File: config.mk
export PLATFORM = sky130hd
export DESIGN_NAME = initiator_ctrl_flat
export DESIGN_NICKNAME = d
export VERILOG_FILES = /design/src/rtl/initiator_ctrl_if.sv /design/src/rtl/initiator_ctrl.sv /design/src/flat_wrapper.sv
export SDC_FILE = /design/constraint.sdc
export NUM_CORES = 1
export LEC_CHECK = 0
export BUFFER_PORTS_ARGS = -buffer_cell sky130_fd_sc_hd__buf_2
export CELL_PAD_IN_SITES_DETAIL_PLACEMENT = 0
export CELL_PAD_IN_SITES_GLOBAL_PLACEMENT = 1
export CORE_ASPECT_RATIO = 1.25
export CORE_UTILIZATION = 40
export DETAILED_ROUTE_END_ITERATION = 12
export HOLD_SLACK_MARGIN = 0.03
export PLACE_DENSITY = 0.74
export SYNTH_ARGS = -nofsm -noshare
export SYNTH_HDL_FRONTEND = slang
export SYNTH_SLANG_ARGS = --single-unit
File: constraint.sdc
create_clock -name clk -period 3.9 [get_ports clk]
set_input_delay 0.78 -clock clk [delete_from_list [all_inputs] [get_ports clk]]
set_output_delay 0.78 -clock clk [all_outputs]
set_load 0.02 [all_outputs]
File: src/rtl/initiator_ctrl_if.sv
// initiator_ctrl_if: command/response handshake plus target select/data bus.
// The master modport is the initiator's view; the slave modport is the command source and target side.
interface initiator_ctrl_if #(parameter int BURST_LEN = 8);
   logic                   cmd_valid;
   logic                   cmd_ready;
   logic                   cmd_write;
   logic [8*BURST_LEN-1:0] cmd_wdata;
   logic                   rsp_valid;
   logic                   rsp_err;
   logic [8*BURST_LEN-1:0] rsp_rdata;
   logic                   dup_warn;
   logic                   sel_bit;
   logic                   trdy;
   logic [8:0]             datain;
   logic [7:0]             dataout;
   modport master (
      input  cmd_valid, cmd_write, cmd_wdata, trdy, dataout,
      output cmd_ready, rsp_valid, rsp_err, rsp_rdata, dup_warn, sel_bit, datain
   );
   modport slave (
      output cmd_valid, cmd_write, cmd_wdata, trdy, dataout,
      input  cmd_ready, rsp_valid, rsp_err, rsp_rdata, dup_warn, sel_bit, datain
   );
endinterface

File: src/rtl/initiator_ctrl.sv
// initiator_ctrl: turns one write/read burst command into the target's sel_bit/trdy/datain sequence.
// Every output comes from a register; trdy is active-low.
module initiator_ctrl #(
   parameter int BURST_LEN    = 8,
   parameter int TRDY_TIMEOUT = 16
) (
   input logic               clk,
   input logic               reset,
   initiator_ctrl_if.master  bus
);
   localparam int IW = $clog2(BURST_LEN);
   localparam int BW = IW + 1;
   localparam int DW = 8 * BURST_LEN;
   typedef enum logic [2:0] {IDLE, SELECT, WRITE, RD_REQ, RD_CAP, RELEASE, DONE} state_t;
   state_t          state, state_n;
   logic            wr_q, wr_n;
   logic [DW-1:0]   wdata_q, wdata_n, rbuf_q, rbuf_n, rdata_q, rdata_n;
   logic [BW-1:0]   beat_q, beat_n;
   logic [7:0]      tcnt_q, tcnt_n;
   logic            sel_q, sel_n, vld_q, vld_n, err_q, err_n, dup_q, dup_n;
   logic [8:0]      din_q, din_n;
   logic [7:0]      wbyte;
   logic            dup;
   assign wbyte = wdata_q[{beat_q[IW-1:0], 3'b000} +: 8];
   // Target stores only when datain changes, so equal neighbours collapse into one byte.
   always_comb begin
      dup = 1'b0;
      for (int i = 1; i < BURST_LEN; i++)
         dup = dup | (bus.cmd_wdata[8*i +: 8] == bus.cmd_wdata[8*(i-1) +: 8]);
   end
   always_comb begin
      state_n = state;
      wr_n    = wr_q;
      wdata_n = wdata_q;
      rbuf_n  = rbuf_q;
      rdata_n = rdata_q;
      beat_n  = beat_q;
      tcnt_n  = tcnt_q;
      sel_n   = sel_q;
      din_n   = din_q;
      err_n   = err_q;
      vld_n   = 1'b0;
      dup_n   = 1'b0;
      unique case (state)
         IDLE: if (bus.cmd_valid) begin
            state_n = SELECT;
            wr_n    = bus.cmd_write;
            wdata_n = bus.cmd_wdata;
            sel_n   = 1'b1;
            din_n   = 9'h000;
            err_n   = 1'b0;
            tcnt_n  = 8'd0;
            beat_n  = '0;
            dup_n   = bus.cmd_write && dup;
         end
         SELECT: if (!bus.trdy) begin
            state_n = wr_q ? WRITE : RD_REQ;
            din_n   = wr_q ? {1'b1, wbyte} : 9'h000;
            beat_n  = wr_q ? BW'(1) : '0;
         end else begin
            tcnt_n = tcnt_q + 8'd1;
            if (tcnt_q == 8'(TRDY_TIMEOUT - 1)) begin
               state_n = RELEASE;
               sel_n   = 1'b0;
               err_n   = 1'b1;
            end
         end
         // The last byte stays on datain through RELEASE while trdy may still be low.
         WRITE: begin
            err_n = err_q | bus.trdy;
            if (beat_q == BW'(BURST_LEN)) begin
               state_n = RELEASE;
               sel_n   = 1'b0;
            end else begin
               din_n  = {1'b1, wbyte};
               beat_n = beat_q + 1'b1;
            end
         end
         RD_REQ: begin
            state_n = RD_CAP;
            beat_n  = '0;
         end
         RD_CAP: begin
            err_n = err_q | bus.trdy;
            rbuf_n[{beat_q[IW-1:0], 3'b000} +: 8] = bus.dataout;
            beat_n = beat_q + 1'b1;
            if (beat_q == BW'(BURST_LEN - 1)) begin
               state_n = RELEASE;
               sel_n   = 1'b0;
               rdata_n = rbuf_n;
            end
         end
         RELEASE: if (bus.trdy) begin
            state_n = DONE;
            vld_n   = 1'b1;
            din_n   = 9'h000;
         end
         DONE: state_n = IDLE;
         default: state_n = IDLE;
      endcase
   end
   always_ff @(posedge clk or negedge reset) begin
      if (!reset) begin
         state   <= IDLE;
         wr_q    <= 1'b0;
         wdata_q <= '0;
         rbuf_q  <= '0;
         rdata_q <= '0;
         beat_q  <= '0;
         tcnt_q  <= 8'd0;
         sel_q   <= 1'b0;
         din_q   <= 9'h000;
         vld_q   <= 1'b0;
         err_q   <= 1'b0;
         dup_q   <= 1'b0;
      end else begin
         state   <= state_n;
         wr_q    <= wr_n;
         wdata_q <= wdata_n;
         rbuf_q  <= rbuf_n;
         rdata_q <= rdata_n;
         beat_q  <= beat_n;
         tcnt_q  <= tcnt_n;
         sel_q   <= sel_n;
         din_q   <= din_n;
         vld_q   <= vld_n;
         err_q   <= err_n;
         dup_q   <= dup_n;
      end
   end
   assign bus.cmd_ready = (state == IDLE);
   assign bus.rsp_valid = vld_q;
   assign bus.rsp_err   = err_q;
   assign bus.rsp_rdata = rdata_q;
   assign bus.dup_warn  = dup_q;
   assign bus.sel_bit   = sel_q;
   assign bus.datain    = din_q;
endmodule

File: src/flat_wrapper.sv
// flat-port wrapper written by rule: the top's interface ports become plain ports
module initiator_ctrl_flat 
#(
   parameter int BURST_LEN    = 8,
   parameter int TRDY_TIMEOUT = 16
)
  (clk, reset, bus_cmd_valid, bus_cmd_write, bus_cmd_wdata, bus_trdy, bus_dataout, bus_cmd_ready, bus_rsp_valid, bus_rsp_err, bus_rsp_rdata, bus_dup_warn, bus_sel_bit, bus_datain);
  initiator_ctrl_if #(.BURST_LEN(BURST_LEN)) bus_i ();
  input logic clk;
  input logic reset;
  input wire logic [$bits(bus_i.cmd_valid)-1:0] bus_cmd_valid;
  input wire logic [$bits(bus_i.cmd_write)-1:0] bus_cmd_write;
  input wire logic [$bits(bus_i.cmd_wdata)-1:0] bus_cmd_wdata;
  input wire logic [$bits(bus_i.trdy)-1:0] bus_trdy;
  input wire logic [$bits(bus_i.dataout)-1:0] bus_dataout;
  output wire logic [$bits(bus_i.cmd_ready)-1:0] bus_cmd_ready;
  output wire logic [$bits(bus_i.rsp_valid)-1:0] bus_rsp_valid;
  output wire logic [$bits(bus_i.rsp_err)-1:0] bus_rsp_err;
  output wire logic [$bits(bus_i.rsp_rdata)-1:0] bus_rsp_rdata;
  output wire logic [$bits(bus_i.dup_warn)-1:0] bus_dup_warn;
  output wire logic [$bits(bus_i.sel_bit)-1:0] bus_sel_bit;
  output wire logic [$bits(bus_i.datain)-1:0] bus_datain;
  assign bus_i.cmd_valid = bus_cmd_valid;
  assign bus_i.cmd_write = bus_cmd_write;
  assign bus_i.cmd_wdata = bus_cmd_wdata;
  assign bus_i.trdy = bus_trdy;
  assign bus_i.dataout = bus_dataout;
  assign bus_cmd_ready = bus_i.cmd_ready;
  assign bus_rsp_valid = bus_i.rsp_valid;
  assign bus_rsp_err = bus_i.rsp_err;
  assign bus_rsp_rdata = bus_i.rsp_rdata;
  assign bus_dup_warn = bus_i.dup_warn;
  assign bus_sel_bit = bus_i.sel_bit;
  assign bus_datain = bus_i.datain;
  initiator_ctrl #(.BURST_LEN(BURST_LEN), .TRDY_TIMEOUT(TRDY_TIMEOUT)) u_core (.clk(clk), .reset(reset), .bus(bus_i));
endmodule
# [After elaboration in Yosys (flattened, before gate mapping)]
# Index checks and enable logic that the tools add are counted.
[word_totals] regBits=221 inputBits=77 out_inout_bits=78 wordCells=102
[op_classes] n_addsub=3 eq_ne=24 n_shift=3 mux=37 bitwise=7 n_reduce_logical=16
[op_table] cell="$bwmux 64" n=1
[op_table] cell="$shift 8x8->64 const A" n=1
[op_table] cell="$shiftx 64x7->8" n=1
[op_table] cell="$shiftx 8x8->64" n=1
[op_table] cell="$eq 8x8->1" n=7
[op_table] cell="$mux 9" n=5
[op_table] cell="$pmux 9 s4" n=1
[op_table] cell="$pmux 4 s5" n=1
[op_table] cell="$mux 3" n=6
[op_table] cell="$pmux 3 s6" n=1
[op_table] cell="$mux 8" n=2
[op_table] cell="$pmux 8 s2" n=1
[op_table] cell="$mux 1" n=14
[op_table] cell="$mux 4" n=3
[op_table] cell="$ne 2x2->1 const B" n=5
[op_table] cell="$reduce_and 5->1" n=2
[op_table] cell="$add 8x1->8 const B" n=1
[op_table] cell="$eq 8x4->1 const B" n=1
[op_table] cell="$neg 6->8" n=1
[op_table] cell="$reduce_and 4->1" n=2
[op_table] cell="$reduce_bool 4->1" n=2
[op_table] cell="$or 1x1->1" n=7
[op_table] cell="$eq 3x2->1 const B" n=2
[op_table] cell="$eq 3x3->1 const B" n=2
[op_table] cell="other kinds (17)" n=20

# [Logic depth before layout (Yosys ltp)]
# Gate-level depths: netlist of the first run.
[depth] ltp_word=10 ltp_mapped=11 depth_no_buf=7

# [Worst setup path before layout of the first run]
# No wires, ideal clock.
[synth_path] path_type="register -> register" from="reg u_core.beat_q[1]" to="reg u_core.rbuf_q[48]" setup_ns=0.125 arrival_time_ns=2.840 required_time_ns=3.775 path_slack_ns=0.935 path_stages_with_launch=11 n_path_buf=4 synth_period_minus_slack_ns=2.965 cell_sequence="dfrtp_1 clkbuf_1 clkbuf_1 inv_1 ha_1 ha_1 or4_1 buf_4 nand2b_4 buf_6 mux2_4"
[synth_between] elab_chain_len=3 elab_cells_between_ends=4 classes_between="add/sub: 1; shift: 2; mux: 1"
[synth_rtl] item="start: declaration" line_no="initiator_ctrl.sv:18" rtl="logic [BW-1:0] beat_q, beat_n;"
[synth_rtl] item="start signal: assignment" line_no="initiator_ctrl.sv:122" rtl="beat_q <= beat_n;"
[synth_rtl] item="$neg 6->8 *" line_no="initiator_ctrl.sv:85" rtl="rbuf_n[{beat_q[IW-1:0], 3'b000} +: 8] = bus.dataout;"
[synth_rtl] item="$shiftx 8x8->64 / $shift 8x8->64 (equally long branches)" line_no="initiator_ctrl.sv:85"
[synth_rtl] item="$bwmux 64 *" line_no="initiator_ctrl.sv:85"
[synth_rtl] item="end signal: assignment" line_no="initiator_ctrl.sv:120" rtl="rbuf_q <= rbuf_n;"
[synth_rtl] item="end: declaration" line_no="initiator_ctrl.sv:17" rtl="logic [DW-1:0] wdata_q, wdata_n, rbuf_q, rbuf_n, rdata_q, rdata_n;"
# Every way passes the cells marked *; elsewhere a longest branch is shown, timed or not.
# A chain may end at the register's enable or synchronous reset.

# [Worst setup path in the final report of the first run]
[layout_path] from="reg u_core.beat_q[1]" to="reg u_core.rbuf_q[54]"
# The elaborated chain is that of the path after synthesis.

==> metrics.csv, run 1 <==
stage,metric,value,unit
synthesis,number of synthesized flops with an enable pin,0,
power_and_ir_drop,Flop pwr share,43.3,%
grt,first-pass GRT wire length,40500,um
clock_tree,CTS buffer count,23,
power_and_ir_drop,pwr dens,602,nW/um^2
finish,Ant. Diodes,0,
detailed_routing,via/cell ratio,5.02,
synthesis,mean post-synth cell area,10.7,um^2
timing,skew final,0.0143,ns
critical_path,Crit. End Element,flip-flop,
clock_tree,Longest Clk Path Bufs,3,
critical_path,worst flop-to-flop path endpoint,u_core.rbuf_q[54],
clock_tree,Clock Sinks,221,
timing,Min Hold Slack,0.356,ns
critical_path,cell mode on critical path,ha_1,
critical_path,Worst path slowest cell,or4_1,
placed_design,HPWL after DPL,16700,um
die,Die Ht,182,um
critical_path,CP cell instances,buf_4 > inv_1 > ha_1 > ha_1 > or4_1 > nand2b_4 > mux2_4,
die,Die W,146,um
critical_path,R2R cell count,7,
timing,setup TNS,0,ns
timing,Max-Slew Margin vs Limit,23.8,%
job,max cap viols,0,
finish,nets@finish,1186,
finish,area delta synth->final,17.2,%
clock_tree,CTS Root Cell,clkbuf_16,
timing,Worst Tran Pin Value,1.14,ns
timing,Slew Limit Fails,0,
finish,most frequent cells in the layout,"285 x nand2_1, 221 x dfrtp_1, 153 x buf_2",
power_and_ir_drop,Internal Power,5020,uW
critical_path,startpoint types,flip-flop,
critical_path,reg2reg setup slack,1.05,ns
critical_path,R2R Path Start,u_core.beat_q[1],
placed_design,Port Buffers,154,
finish,"most common cell after layout, fill and taps aside",nand2_1,
synthesis,"Seq/Total Area, Yosys",53.2,%
synthesis,Mapped Cells,974,
clock_tree,CTS tree,done,
detailed_routing,vias post-DR,7293,
critical_path,Crit path arrival time,3.24,ns
die,Boundary Pins,155,
detailed_routing,Routed wire per std cell,16.7,um
clock_tree,clk_lat worst skew,0.50,ns
power_and_ir_drop,Gate power share,27.0,%
timing,FMAX,350,MHz
grt,Total GRT Usage,19.0,%
run_status,status,"finished, final reports clean",
grt,vias in the first global route,7399,
synthesis,prevailing post-synth register cell,dfrtp_1,
detailed_routing,WL final,24300,um
detailed_routing,DRC,0,
critical_path,CP max FO,21,
power_and_ir_drop,peak supply drop,0.324,mV
timing,# setup viols final,0,
synthesis,Yosys reg bits,221,
clock_tree,Max H-tree Level,1,
critical_path,WP data required,4.28,ns
critical_path,Critical Path Max Stage Delay,0.82,ns
detailed_routing,drt first-iter violations,353,
synthesis,distinct cell type count after synthesis,50,
die,die area,26600,um^2
timing,min cycle time layout,2.85,ns
finish,layout cells sized above 1,24.9,%
critical_path,critical path class,reg -> reg,
grt,largest net degree at the start of global routing,129,
detailed_routing,Pre-antenna DRT Iters,4,
clock_tree,PostCTS Resize Cnt,0,
detailed_routing,Final ANT Viol Nets,0,
placed_design,Final GP Congestion,0.773,
power_and_ir_drop,switching power,2300,uW
power_and_ir_drop,Sw Share,31.4,%
die,Core Area,25400,um^2
timing,Worst Slack Setup Final,1.05,ns
die,Rows,65,
timing,RSZ-0062 raised after global routing,no,
timing,period utilization,73.2,%
power_and_ir_drop,leakage power,0.00592,uW
timing,Final Hold Violating Endpoints,0,
synthesis,Netlist Area Pre-Place,10400,um^2
clock_tree,CTS Hold Bufs,0,
hold_path,worst min-delay path class,in -> async,
power_and_ir_drop,"Power, Total",7320,uW
synthesis,asr flop ratio synth,100,%
die,Initial Utilization,40.9,%
placed_design,Worst Setup Slack post-DPL,1.02,ns
power_and_ir_drop,Clock Power Share,29.7,%
clock_tree,clk slew on worst S/H paths,0.06,ns
grt,GRT overflow,0,
grt,initial antenna violation count,0,
clock_tree,Post-CTS Setup Inserts,0,
finish,post-layout util,48.0,%
synthesis,synth warn,0,
synthesis,syn nets,1055,
## critical path: cells and delay by family, from the launching register on
family	cells	cell delay (ns)
buf+inv	2	0.39
simple gates	2	1.15
fa+ha+maj	2	0.54
mux	1	0.34
flops	1	0.32
## power groups by stage
| stage | combinational [uW] | clock (uW) | sequential, uW |
|---|---|---|---|
| 2_1_floorplan | 1500 | 0 | 3130 |
| 5_1_grt | 2230 | 2330 | 3250 |
| 3_3_place_gp | 1990 | 0 | 3200 |
| 3_5_place_dp | 2010 | 0 | 3220 |
| 6_report | 1980 | 2180 | 3170 |
| 4_1_cts | 2020 | 2220 | 3170 |
## through the flow
step	area, um^2	std cells
after global routing	12200	1453
after CTS	12200	1453
after floorplan	10400	974
final	12200	1453
after detailed placement	11400	1415
after global placement	11400	1415
## cells in the mapped netlist, types with 5 or more instances
cell      instances  area, um^2
buf_2            19        95.1
mux2i_1          73         731
mux2_1            8        90.1
inv_1             6        22.5
nand3_1          12        60.1
a21oi_1           8        40.0
xnor2_1          36         315
mux2_4            8         120
nand2_1         287        1080
nor4_1            7        43.8
mux2_2           48         541
xor2_1           27         236
mux4_2           16         360
o21ai_0          66         330
or3_1             5        31.3
nor2_1           17        63.8
nand2b_1          8        50.1
clkbuf_1         32         120
nand4_1           8        50.1
dfrtp_1         221        5530
o21ai_1          11        55.1
## layer usage
layer,routed length (um),global-route usage (%)
met1,10900,25.5
met2,11900,32.6
met3,1160,2.68
met4,318,3.88
met5,0,0
## worst max path at each step
stage	slack, ns	from	depth (start not counted)	endpoint
4_1_cts	1.01	u_core.beat_q[1]	7	u_core.rbuf_q[54]
6_report	1.05	u_core.beat_q[1]	7	u_core.rbuf_q[54]
3_3_place_gp	1.04	u_core.state[2]	5	u_core.bus.rsp_rdata[53]
5_1_grt	0.76	u_core.state[2]	5	u_core.bus.rsp_rdata[14]
3_5_place_dp	1.02	u_core.beat_q[1]	7	u_core.rbuf_q[49]
2_1_floorplan	0.93	u_core.beat_q[1]	10	u_core.rbuf_q[48]
## logic make-up (layout without fill, tap and decap cells)
family	after synthesis	in the layout	synth area share (%)
AOI/OAI and AO/OA	105	105	5.70
xor gates and xnor gates	63	63	5.31
adders and majority gates	4	4	0.482
buffers and inverters	64	208	2.83
DFF	221	221	53.2
muxes	153	153	17.7
and+or+nand+nor	364	364	14.7
## registers in the layout (all words and copies together), names as in the netlist
| signal | flops |
|---|---|
| u_core.rbuf_q | 64 |
| u_core.beat_q | 4 |
| u_core.tcnt_q | 8 |
| u_core.state | 3 |
| u_core.wdata_q | 64 |
| u_core.bus.rsp_rdata | 64 |
| u_core.bus.sel_bit | 1 |
| u_core.bus.datain | 9 |
| u_core.bus.rsp_valid | 1 |
| u_core.bus.rsp_err | 1 |
| u_core.wr_q | 1 |
| u_core.bus.dup_warn | 1 |
## final cells by class
class                      instances  area, um^2
inverter                           6        22.5
sequential                       221        5530
timing repair buffer             164         881
fill                            2408       13200
multi-input combinational        689        4570
tap                              335         419
clock buffer                      36         714
clock inverter                     2        35.0
No activity file was read; power rests on OpenSTA's default activity.
==> run 2, diff against run 1 <==
--- a/config.mk
+++ b/config.mk
@@ -5,14 +5,15 @@
 export SDC_FILE = /design/constraint.sdc
 export NUM_CORES = 1
 export LEC_CHECK = 0
+export ABC_AREA = 1
 export BUFFER_PORTS_ARGS = -buffer_cell sky130_fd_sc_hd__buf_2
 export CELL_PAD_IN_SITES_DETAIL_PLACEMENT = 0
 export CELL_PAD_IN_SITES_GLOBAL_PLACEMENT = 1
 export CORE_ASPECT_RATIO = 1.25
-export CORE_UTILIZATION = 40
+export CORE_UTILIZATION = 39
 export DETAILED_ROUTE_END_ITERATION = 12
 export HOLD_SLACK_MARGIN = 0.03
-export PLACE_DENSITY = 0.74
+export PLACE_DENSITY = 0.78
 export SYNTH_ARGS = -nofsm -noshare
 export SYNTH_HDL_FRONTEND = slang
 export SYNTH_SLANG_ARGS = --single-unit
==> constraint.sdc (replaced) <==
create_clock -name clk -period 2.59 [get_ports clk]
set_input_delay 0.518 -clock clk [delete_from_list [all_inputs] [get_ports clk]]
set_output_delay 0.518 -clock clk [all_outputs]
set_load 0.02 [all_outputs]
==> metrics.csv, run 2 <==
stage,metric,value,unit,change
clock_tree,CTS tree,done,,unchanged
finish,Ant. Diodes,0,,unchanged
finish,final std cells w/o fill,1738,,was 1453
timing,Worst Tran Pin Value,0.554,ns,was 1.14 ns
detailed_routing,Routed wire per std cell,15.3,um,was 16.7 um
finish,nets@finish,1458,,was 1186
critical_path,CP max FO,9,,was 21
detailed_routing,Final ANT Viol Nets,0,,unchanged
synthesis,asr flop ratio synth,100,%,unchanged
die,Initial Utilization,39.7,%,was 40.9%
timing,RSZ-0062 raised after global routing,no,,unchanged
synthesis,top cell type's share of synthesized area,52.0,%,was 53.2%
die,Core Area,26800,um^2,was 25400 um^2
synthesis,synth cell count leaders,"374 x nand2_1, 221 x dfrtp_1, 133 x o21ai_0",,"was 287 x nand2_1, 221 x dfrtp_1, 73 x mux2i_1"
critical_path,Crit path arrival time,2.52,ns,was 3.24 ns
power_and_ir_drop,"Power, Total",12700,uW,was 7320 uW
die,Die W,150,um,was 146 um
critical_path,Crit. End Element,flip-flop,,unchanged
placed_design,HPWL after DPL,18300,um,was 16700 um
timing,period utilization,82.9,%,was 73.2%
power_and_ir_drop,leakage power,0.00633,uW,was 0.00592 uW
timing,Final Hold Violating Endpoints,0,,unchanged
grt,vias in the first global route,7977,,was 7399
grt,largest net degree at the start of global routing,96,,was 129
detailed_routing,DRC,0,,unchanged
detailed_routing,vias post-DR,8548,,was 7293
die,Rows,67,,was 65
clock_tree,CTS Root Cell,clkbuf_16,,unchanged
synthesis,mean post-synth cell area,8.58,um^2,was 10.7 um^2
clock_tree,Max H-tree Level,1,,unchanged
placed_design,Final GP Congestion,0.763,,was 0.773
finish,most frequent cells in the layout,"374 x nand2_1, 221 x dfrtp_1, 153 x buf_2",,"was 285 x nand2_1, 221 x dfrtp_1, 153 x buf_2"
critical_path,CP Buf/Inv Count,2,,unchanged
run_status,status,"finished, final reports clean",,unchanged
grt,first-pass GRT wire length,43100,um,was 40500 um
hold_path,worst min-delay path class,in -> reg,,was in -> async
synthesis,distinct cell type count after synthesis,38,,was 50
grt,Total GRT Usage,19.3,%,was 19.0%
synthesis,Adder-Cell Fraction of Synth Area,0.471,%,was 0.482%
synthesis,Synth Area in Compound Gates,14.0,%,was 5.70%
synthesis,"Seq/Total Area, Yosys",52.0,%,was 53.2%
timing,Slew Limit Fails,0,,unchanged
die,die area,27900,um^2,was 26600 um^2
synthesis,syn nets,1321,,was 1055
timing,setup TNS,0,ns,unchanged
critical_path,WP data required,2.96,ns,was 4.28 ns
synthesis,prevailing post-synth register cell,dfrtp_1,,unchanged
clock_tree,CTS buffer count,24,,was 23
finish,# fillers,2655,,was 2408
synthesis,Mapped Cells,1240,,was 974
detailed_routing,Pre-antenna DRT Iters,5,,was 4
critical_path,CP cell instances,inv_4 > ha_1 > ha_1 > inv_2 > nand3_2 > mux2i_1 > o21ai_0,,was buf_4 > inv_1 > ha_1 > ha_1 > or4_1 > nand2b_4 > mux2_4
synthesis,Netlist Area Pre-Place,10600,um^2,was 10400 um^2
timing,FMAX,466,MHz,was 350 MHz
timing,min cycle time layout,2.15,ns,was 2.85 ns
critical_path,critical path class,reg -> reg,,unchanged
grt,GRT overflow,0,,unchanged
timing,skew final,0.00895,ns,was 0.0143 ns
detailed_routing,WL final,26600,um,was 24300 um
synthesis,Synth Area in XOR/XNOR,3.46,%,was 5.31%
synthesis,cell with the most instances after synthesis,nand2_1,,unchanged
power_and_ir_drop,peak supply drop,0.390,mV,was 0.324 mV
synthesis,Area contributors post-synth,"dfrtp_1 52%, nand2_1 13%, o21ai_0 6.3%, o21ai_1 4.9%, mux2i_1 3.4%",,"was dfrtp_1 53%, nand2_1 10%, mux2i_1 7.0%, mux2_2 5.2%, mux4_2 3.5%"
finish,area used by multi-input combinational logic,4420,um^2,was 4570 um^2
synthesis,Yosys reg bits,221,,unchanged
clock_tree,Longest Clk Path Bufs,3,,unchanged
clock_tree,clk_lat worst skew,0.51,ns,was 0.50 ns
finish,layout cells sized above 1,18.3,%,was 24.9%
detailed_routing,drt first-iter violations,443,,was 353
critical_path,"delay-heaviest family, CP",adder cells,,was simple AND/OR/NAND/NOR gates
die,Boundary Pins,155,,unchanged
placed_design,Port Buffers,154,,unchanged
finish,"most common cell after layout, fill and taps aside",nand2_1,,unchanged
synthesis,Yosys top cell by area,dfrtp_1,,unchanged
timing,Max-Slew Margin vs Limit,62.9,%,was 23.8%
critical_path,Critical Path Max Stage Delay,0.47,ns,was 0.82 ns
synthesis,Simple-Gate Fraction of Synth Area,20.1,%,was 14.7%
timing,# setup viols final,0,,unchanged
synthesis,number of synthesized flops with an enable pin,0,,unchanged
critical_path,startpoint types,flip-flop,,unchanged
grt,initial antenna violation count,0,,unchanged
power_and_ir_drop,pwr dens,1020,nW/um^2,was 602 nW/um^2
finish,area delta synth->final,17.1,%,was 17.2%
synthesis,multiplexer share of the synthesized area,3.39,%,was 17.7%
die,Die Ht,187,um,was 182 um
clock_tree,clk slew on worst S/H paths,0.06,ns,about the same
clock_tree,Post-CTS Setup Inserts,0,,unchanged
job,max cap viols,0,,unchanged
finish,register area,5530,um^2,unchanged
clock_tree,Clock Sinks,221,,unchanged
synthesis,synth warn,0,,unchanged
critical_path,cell mode on critical path,ha_1,,unchanged
timing,Min Hold Slack,0.232,ns,was 0.356 ns
synthesis,largest family of logic cells by synthesized area,simple AND/OR/NAND/NOR gates,,was multiplexers
detailed_routing,via/cell ratio,4.92,,was 5.02
critical_path,Worst path slowest cell,dfrtp_1,,was or4_1
placed_design,dpl cells,1695,,was 1415
-- run 2: cell types whose count changed after synthesis, moves of 15 or more --
cell / previous run / this run
mux2_2: 48 / 0
mux2i_1: 73 / 36
o21ai_1: 11 / 105
xor2_1: 27 / 10
nor2_1: 17 / 70
nand2_1: 287 / 374
mux4_2: 16 / 0
o21ai_0: 66 / 133
a21oi_1: 8 / 26
inv_1: 6 / 77
buf_4: 2 / 17
-- run 2: layout make-up --
class / count / area share (%)
flip-flops and latches: 221 / 44.4
multi-input cells: 867 / 35.5
repair buffers: 169 / 7.80
clock buffers: 34 / 5.54
well taps: 345 / 3.47
inverters: 94 / 2.93
clock inverters: 8 / 0.372
-- run 2: where the power goes --
group	internal, uW	total (uW)	switching (uW)
sequential	4450	5000	559
clock	1850	3220	1370
combinational	1490	4450	2960
-- run 2: logic make-up after synthesis --
logic type | after synthesis
AO/OA/AOI/OAI | 287
XOR/XNOR | 42
adder cells (fa/ha/maj) | 4
buffers and inverters | 152
flip-flops | 221
multiplexers | 36
AND/OR/NAND/NOR | 498
-- run 2: routing by layer --
metal  share of wire [%]  vias up  track usage [%]  routed length, um
li1                    -     4298                -                  -
met5                   0        -                0                  0
met1                  44     3998             26.3              11800
met2                  48      213             32.2              12900
met4                 2.2        0             5.17                586
met3                 5.1       39             2.44               1360
-- run 2: path summary, 6_finish.rpt --
path,cells past startpoint,slack (ns),to,from
setup / recovery,7,0.44,u_core.rbuf_q[63],u_core.beat_q[0]
hold / removal,3,0.23,u_core.wdata_q[4],bus_cmd_wdata[4]
setup reg to reg,7,0.44,u_core.rbuf_q[63],u_core.beat_q[0]
hold reg to reg,2,0.46,u_core.bus.datain[8],u_core.bus.datain[8]
max in group asynchronous,3,1.32,u_core.wdata_q[7],reset
min in group asynchronous,2,0.52,u_core.bus.rsp_rdata[52],reset
-- run 2: worst min-delay path, stage by stage --
cell and delay (ns):
buf_2 0.10, nand2_1 0.05, nand2_1 0.04
-- run 2: through the flow --
| stage | worst slack (ns) | utilization, % | area [um^2] |
|---|---|---|---|
| after floorplan | 0.320 | - | 10600 |
| after global placement | 0.502 | 43.6 | 11700 |
| after detailed placement | 0.435 | 43.6 | 11700 |
| after CTS | 0.412 | 46.4 | 12500 |
| after global routing | 0.282 | 46.4 | 12500 |
| final | 0.443 | 46.4 | 12500 |
-- run 2: timing repair --
item                                   CTS  global route
endpoints found under the hold margin   48             0
hold buffers                             1             0
resized for setup                        0             0
